File: src/rtl/audio_pkg.sv
// Shared audio-path constants and the sample type used by the shaper and DAC sides.
package audio_pkg;
    localparam int AUDIO_WIDTH    = 8;
    localparam int SAMPLE_DIV_48K = 500;
    localparam int CLK_HZ         = 24_000_000;

    typedef logic [AUDIO_WIDTH-1:0] audio_sample_t;
endpackage

File: src/rtl/audio_dsm_tx_if.sv
// Valid/ready sample stream from the shaper into the delta-sigma transmitter.
interface audio_dsm_tx_if
    import audio_pkg::*;
#(
    parameter int WIDTH = AUDIO_WIDTH
);
    logic [WIDTH-1:0] s_data;
    logic             s_valid;
    logic             s_ready;

    modport master (output s_data, output s_valid, input  s_ready);
    modport slave  (input  s_data, input  s_valid, output s_ready);
endinterface

File: src/rtl/sample_fifo2.sv
// Two-entry shift-register FIFO; entry 0 is always the head, no bypass path.
module sample_fifo2
    import audio_pkg::*;
#(
    parameter int WIDTH = AUDIO_WIDTH
) (
    input  logic             clk,
    input  logic             rst_n,
    input  logic             push,
    input  logic             pop,
    input  logic [WIDTH-1:0] din,
    output logic [WIDTH-1:0] dout,
    output logic [1:0]       level
);
    logic [1:0][WIDTH-1:0] mem;

    assign dout = mem[0];

    always_ff @(posedge clk or negedge rst_n) begin
        if (!rst_n) begin
            mem   <= '0;
            level <= 2'd0;
        end else begin
            case (level)
                2'd0: begin
                    // A pop on empty is ignored: the pushed word must land first.
                    if (push) begin
                        mem[0] <= din;
                        level  <= 2'd1;
                    end
                end
                2'd1: begin
                    if (push && pop) begin
                        mem[0] <= din;
                    end else if (push) begin
                        mem[1] <= din;
                        level  <= 2'd2;
                    end else if (pop) begin
                        level  <= 2'd0;
                    end
                end
                default: begin
                    if (pop) begin
                        mem[0] <= mem[1];
                        level  <= 2'd1;
                    end
                end
            endcase
        end
    end
endmodule

File: src/rtl/audio_dsm_tx.sv
// Sample-rate FIFO drain plus first-order delta-sigma modulator driving one DAC pin.
module audio_dsm_tx
    import audio_pkg::*;
#(
    parameter int WIDTH      = AUDIO_WIDTH,
    parameter int SAMPLE_DIV = SAMPLE_DIV_48K
) (
    input  logic          clk,
    input  logic          rst_n,
    input  logic          ena,
    audio_dsm_tx_if.slave s,
    input  logic          clr_underrun,
    output logic          dac_out,
    output logic          sample_tick,
    output logic          underrun,
    output logic [1:0]    fifo_level
);
    localparam int            CW       = $clog2(SAMPLE_DIV);
    localparam logic [CW-1:0] CNT_LAST = CW'(SAMPLE_DIV - 1);

    logic [CW-1:0]    cnt;
    logic [WIDTH-1:0] acc;
    logic [WIDTH-1:0] cur_sample;
    logic [WIDTH-1:0] head;
    logic [WIDTH:0]   sum;
    logic             tick;
    logic             push;
    logic             pop;

    assign tick        = ena && (cnt == CNT_LAST);
    assign sample_tick = tick;
    // rst_n gates ready so the producer never sees an accept while reset is held.
    assign s.s_ready   = rst_n && ena && (fifo_level != 2'd2);
    assign push        = s.s_valid && s.s_ready;
    assign pop         = tick && (fifo_level != 2'd0);
    assign sum         = {1'b0, acc} + {1'b0, cur_sample};

    sample_fifo2 #(.WIDTH(WIDTH)) u_fifo (
        .clk   (clk),
        .rst_n (rst_n),
        .push  (push),
        .pop   (pop),
        .din   (s.s_data),
        .dout  (head),
        .level (fifo_level)
    );

    always_ff @(posedge clk or negedge rst_n) begin
        if (!rst_n) begin
            cnt        <= '0;
            acc        <= '0;
            cur_sample <= '0;
            dac_out    <= 1'b0;
            underrun   <= 1'b0;
        end else if (ena) begin
            cnt <= tick ? '0 : cnt + 1'b1;
            if (pop)
                cur_sample <= head;
            // An empty-FIFO tick outranks a simultaneous clear.
            if (tick && fifo_level == 2'd0)
                underrun <= 1'b1;
            else if (clr_underrun)
                underrun <= 1'b0;
            {dac_out, acc} <= sum;
        end
    end
endmodule

File: src/flat_wrapper.sv
// flat-port wrapper written by rule: the top's interface ports become plain ports
module audio_dsm_tx_flat import audio_pkg::*;
#(
    parameter int WIDTH      = AUDIO_WIDTH,
    parameter int SAMPLE_DIV = SAMPLE_DIV_48K
)
  (clk, rst_n, ena, clr_underrun, dac_out, sample_tick, underrun, fifo_level, s_s_data, s_s_valid, s_s_ready);
  audio_dsm_tx_if #(.WIDTH(WIDTH)) s_i ();
  input  logic clk;
  input  logic rst_n;
  input  logic ena;
  input  logic clr_underrun;
  output logic dac_out;
  output logic sample_tick;
  output logic underrun;
  output logic [1:0] fifo_level;
  input wire logic [$bits(s_i.s_data)-1:0] s_s_data;
  input wire logic [$bits(s_i.s_valid)-1:0] s_s_valid;
  output wire logic [$bits(s_i.s_ready)-1:0] s_s_ready;
  assign s_i.s_data = s_s_data;
  assign s_i.s_valid = s_s_valid;
  assign s_s_ready = s_i.s_ready;
  audio_dsm_tx #(.WIDTH(WIDTH), .SAMPLE_DIV(SAMPLE_DIV)) u_core (.clk(clk), .rst_n(rst_n), .ena(ena), .s(s_i), .clr_underrun(clr_underrun), .dac_out(dac_out), .sample_tick(sample_tick), .underrun(underrun), .fifo_level(fifo_level));
endmodule
File: config.mk
export PLATFORM = sky130hd
export DESIGN_NAME = audio_dsm_tx_flat
export DESIGN_NICKNAME = d
export VERILOG_FILES = /design/src/rtl/audio_pkg.sv /design/src/rtl/audio_dsm_tx_if.sv /design/src/rtl/sample_fifo2.sv /design/src/rtl/audio_dsm_tx.sv /design/src/flat_wrapper.sv
export SDC_FILE = /design/constraint.sdc
export NUM_CORES = 1
export LEC_CHECK = 0
export ABC_AREA = 1
export BUFFER_PORTS_ARGS = -buffer_cell sky130_fd_sc_hd__buf_2
export CAP_MARGIN = 40
export CELL_PAD_IN_SITES_DETAIL_PLACEMENT = 0
export CELL_PAD_IN_SITES_GLOBAL_PLACEMENT = 1
export CORE_AREA = 5 5 83 85
export CTS_CLUSTER_DIAMETER = 200
export DETAILED_ROUTE_END_ITERATION = 6
export DIE_AREA = 0 0 88 90
export HOLD_SLACK_MARGIN = 0.05
export PLACE_DENSITY_LB_ADDON = 0.05
export SYNTH_ARGS = -nofsm -noshare
export SYNTH_HDL_FRONTEND = slang
export SYNTH_SLANG_ARGS = --single-unit
File: constraint.sdc
create_clock -name clk -period 2 [get_ports clk]
set_clock_uncertainty 0.15 [all_clocks]
set_input_delay 0.4 -clock clk [delete_from_list [all_inputs] [get_ports clk]]
set_output_delay 0.4 -clock clk [all_outputs]
set_load 0.1 [all_outputs]
==> reports/metrics.cfg <==
[hold_path]
hp-class = in2async

[synth]
synthMuxAreaShare = 0
synth_largest_area_cell = dfrtp_1
yosysSeqAreaShare = 0.4759
synth-xor-area-share = 0.003702
yosysWarnings = 0
netlist_instances = 312
yosys.area_share.simple = 0.3686
synth_top_area_share = 0.4759
synth_seq_cells = 45
synth_compound_area_frac = 0.03490
syn-cell-area_sq_mm = 0.002366
synth_fa_ha_area_frac = 0.05605
syn_nets = 335
synth.avg_cell_area_sq_um = 7.583
synthTopCellsByArea = dfrtp_1, nand2_1, nand3_1
synth_top_family_by_area = simple AND/OR/NAND/NOR gates
ys_types = 25

[pwr]
power_uw = 2846
seqPwrFrac = 0.473
vdd.ir_drop.worst_mv = 0.7393
pwr-share-comb = 0.328
switching_power_uw = 1091
internal_power_uw = 1755
switching_share = 0.3834
p_leak_uw = 0.001607
clock_power_share = 0.199
powerDensity_mw_per_mm2 = 1010

[final_layout]
layout-drive-gt1-share = 0.1948
post_layout_nonfiller_instances = 426
fill_cells = 666
nNetsFinal = 371
insertedDiodeCount = 0
area_growth_pct = 19.14

[clocking]
cts-buffers-inserted = 5
cts_tree = built
cts-root-buf = clkbuf_8
clock_sinks = 45
clk_pin_slew_ns = 0.09
cts.path.max_buffers = 2
ctsHtreeMaxLevel = 2
clk_latency_ns = 0.29
cts_hold_buf = 0

[detailed_routing]
wl_um = 4873
ant_nets = 0
avgRoutedWirePerCell_um = 11.44
drc = 0
dr.pass1.iters = 4
routed-via-count = 1940
dr.first_iter.drc_count = 58
viasPerCell = 4.554

[sta]
fin_crit_ns = 1.933
fin_crit_sh = 0.9663
hold_viol_final = 0
drv_slew = 0
layout_setup_ws_ns = 0.06741
timing.fmax_mhz = 517.4
tightest_slew_ns = 0.5883
whs_ns = 0.06573
finalSetupViolCount = 0
slew_headroom = 0.6078

[floorplan]
die_w_um = 88
num_io_pins = 19
row_count = 29
fp.dieH_um = 90
dieArea_sq_mm = 0.007920
core_region_area_sq_mm = 0.006132
start_util = 0.3858

[setup_path]
cp-start-kind = flop
critPathKind = reg2out
arrival_ns = 1.38
cp.required_ns = 1.45
critPathMaxFanout = 2
critPathCaptureType = output port

[global_routing]
grt_pass1_vias = 1922
grt_max_degree = 46
globalRouteTotalUtil = 0.1373
overflow = 0
antenna_found_initial = 0
grt_pass1_wl_um = 8852

[status]
status = finished clean

[place]
dp_slack_ns = 0.1638
place_inst = 410
hpwl_um = 3644
place.gp.congestion = 0.7289
port_buffers = 18

[flow_run]
maxCapViolCount = 0

[metrics by stage]
step	cell area, sq um	setup TNS, ns	util
floorplan	2410	-0.9987	-
global placement	2651	0	0.4324
detailed placement	2651	0	0.4324
CTS	2764	0	0.4507
global route	2819	-0.001818	0.4597
finish	2819	0	0.4597
[repair_timing]
action,4_1_cts,5_1_grt
pin swaps,0,3
endpoints found under the setup margin,1,1
buffers inserted,3,5
resized for setup,1,6
[cell type report]
cell class / count / area (sq um) / share of cell area
Multi-Input combinational cell: 234 / 1146 / 0.4066
Sequential cell: 45 / 1134 / 0.4021
Timing Repair Buffer: 35 / 247.7 / 0.08788
Inverter: 27 / 107.6 / 0.03817
Tap cell: 77 / 96.34 / 0.03418
Clock buffer: 6 / 72.57 / 0.02574
Clock inverter: 2 / 15.01 / 0.005326
[path summary, 6_finish.rpt]
| kind | cells past startpoint | startpoint | endpoint | slack [ns] |
|---|---|---|---|---|
| min reg2reg | 2 | u_core.u_fifo.dout[4]$_DFFE_PN0P_ | u_core.u_fifo.dout[4]$_DFFE_PN0P_ | 0.33 |
| max reg2reg | 8 | u_core.cur_sample[0]$_DFFE_PN0P_ | u_core.dac_out$_DFFE_PN0P_ | 0.25 |
| min in group clk | 3 | s_s_data[7] | u_core.u_fifo.mem[15]$_DFFE_PN0P_ | 0.16 |
| max in group asynchronous | 2 | rst_n | u_core.u_fifo.level[0]$_DFFE_PN0P_ | 1.17 |
| min | 2 | rst_n | u_core.cnt[3]$_DFFE_PN0P_ | 0.07 |
| max | 6 | u_core.cnt[0]$_DFFE_PN0P_ | sample_tick | 0.07 |
[flip-flops by register name, summed over array words and instances (netlist names)]
signal	count
u_core.u_fifo.mem	8
u_core.acc	8
u_core.underrun	1
u_core.cnt	9
u_core.u_fifo.dout	8
u_core.dac_out	1
u_core.u_fifo.level	2
u_core.cur_sample	8
[kinds of logic (layout without fill, tap and decap cells)]
kind of cell    Yosys count  after routing
simple gates            207            207
flops                    45             45
buf+inv                  33             70
compound gates           16             16
fa+ha+maj                10             10
xor+xnor                  1              1
[placed cells by master, fill, tap and decap left out, types with 2 or more instances in the layout]
| cell | count |
|---|---|
| buf_2 | 16 |
| inv_2 | 5 |
| o21ai_0 | 8 |
| nor2_4 | 2 |
| clkinvlp_4 | 3 |
| buf_12 | 2 |
| nor3_1 | 2 |
| nor2_1 | 13 |
| inv_1 | 20 |
| nand3_2 | 2 |
| nand2_1 | 152 |
| dfrtp_4 | 2 |
| nor2_2 | 2 |
| nand3_1 | 22 |
| nand2_4 | 3 |
| clkbuf_8 | 5 |
| ha_1 | 8 |
| dfrtp_1 | 43 |
| a21oi_1 | 7 |
| buf_4 | 17 |
| nand2_2 | 4 |
[per-layer routing]
layer | GRT usage | wire (um) | up-vias
met5 | 0 | 0 | -
met4 | 0.03453 | 59 | 0
met3 | 0.03108 | 117 | 5
met2 | 0.2192 | 2205 | 19
met1 | 0.1864 | 2489 | 875
li1 | - | - | 1041
[synthesized netlist by cell type, drive strengths merged]
cell / instances
nand2: 159
dfrtp: 45
inv: 27
nand3: 25
nor2: 18
ha: 9
o21ai: 8
a21oi: 7
buf: 4
nor3: 3
clkbuf: 2
and3: 1
fa: 1
nand4: 1
o21a: 1
xnor2: 1
[power groups by stage]
stage	clock [uW]	combinational, uW	sequential (uW)
final	566	933	1350
after global routing	631	1070	1380
after CTS	589	879	1340
after detailed placement	0	855	1370
after global placement	0	854	1360
after floorplan	0	572	1430
[critical path, stage by stage, from the launching register on]
cell and delay (ns):
dfrtp_1 0.39, ha_2 0.19, nand2_2 0.09, nor2_4 0.04
nand2_2 0.09, clkinvlp_4 0.11, buf_12 0.17
Note: power is estimated with default switching activity, not from simulation.
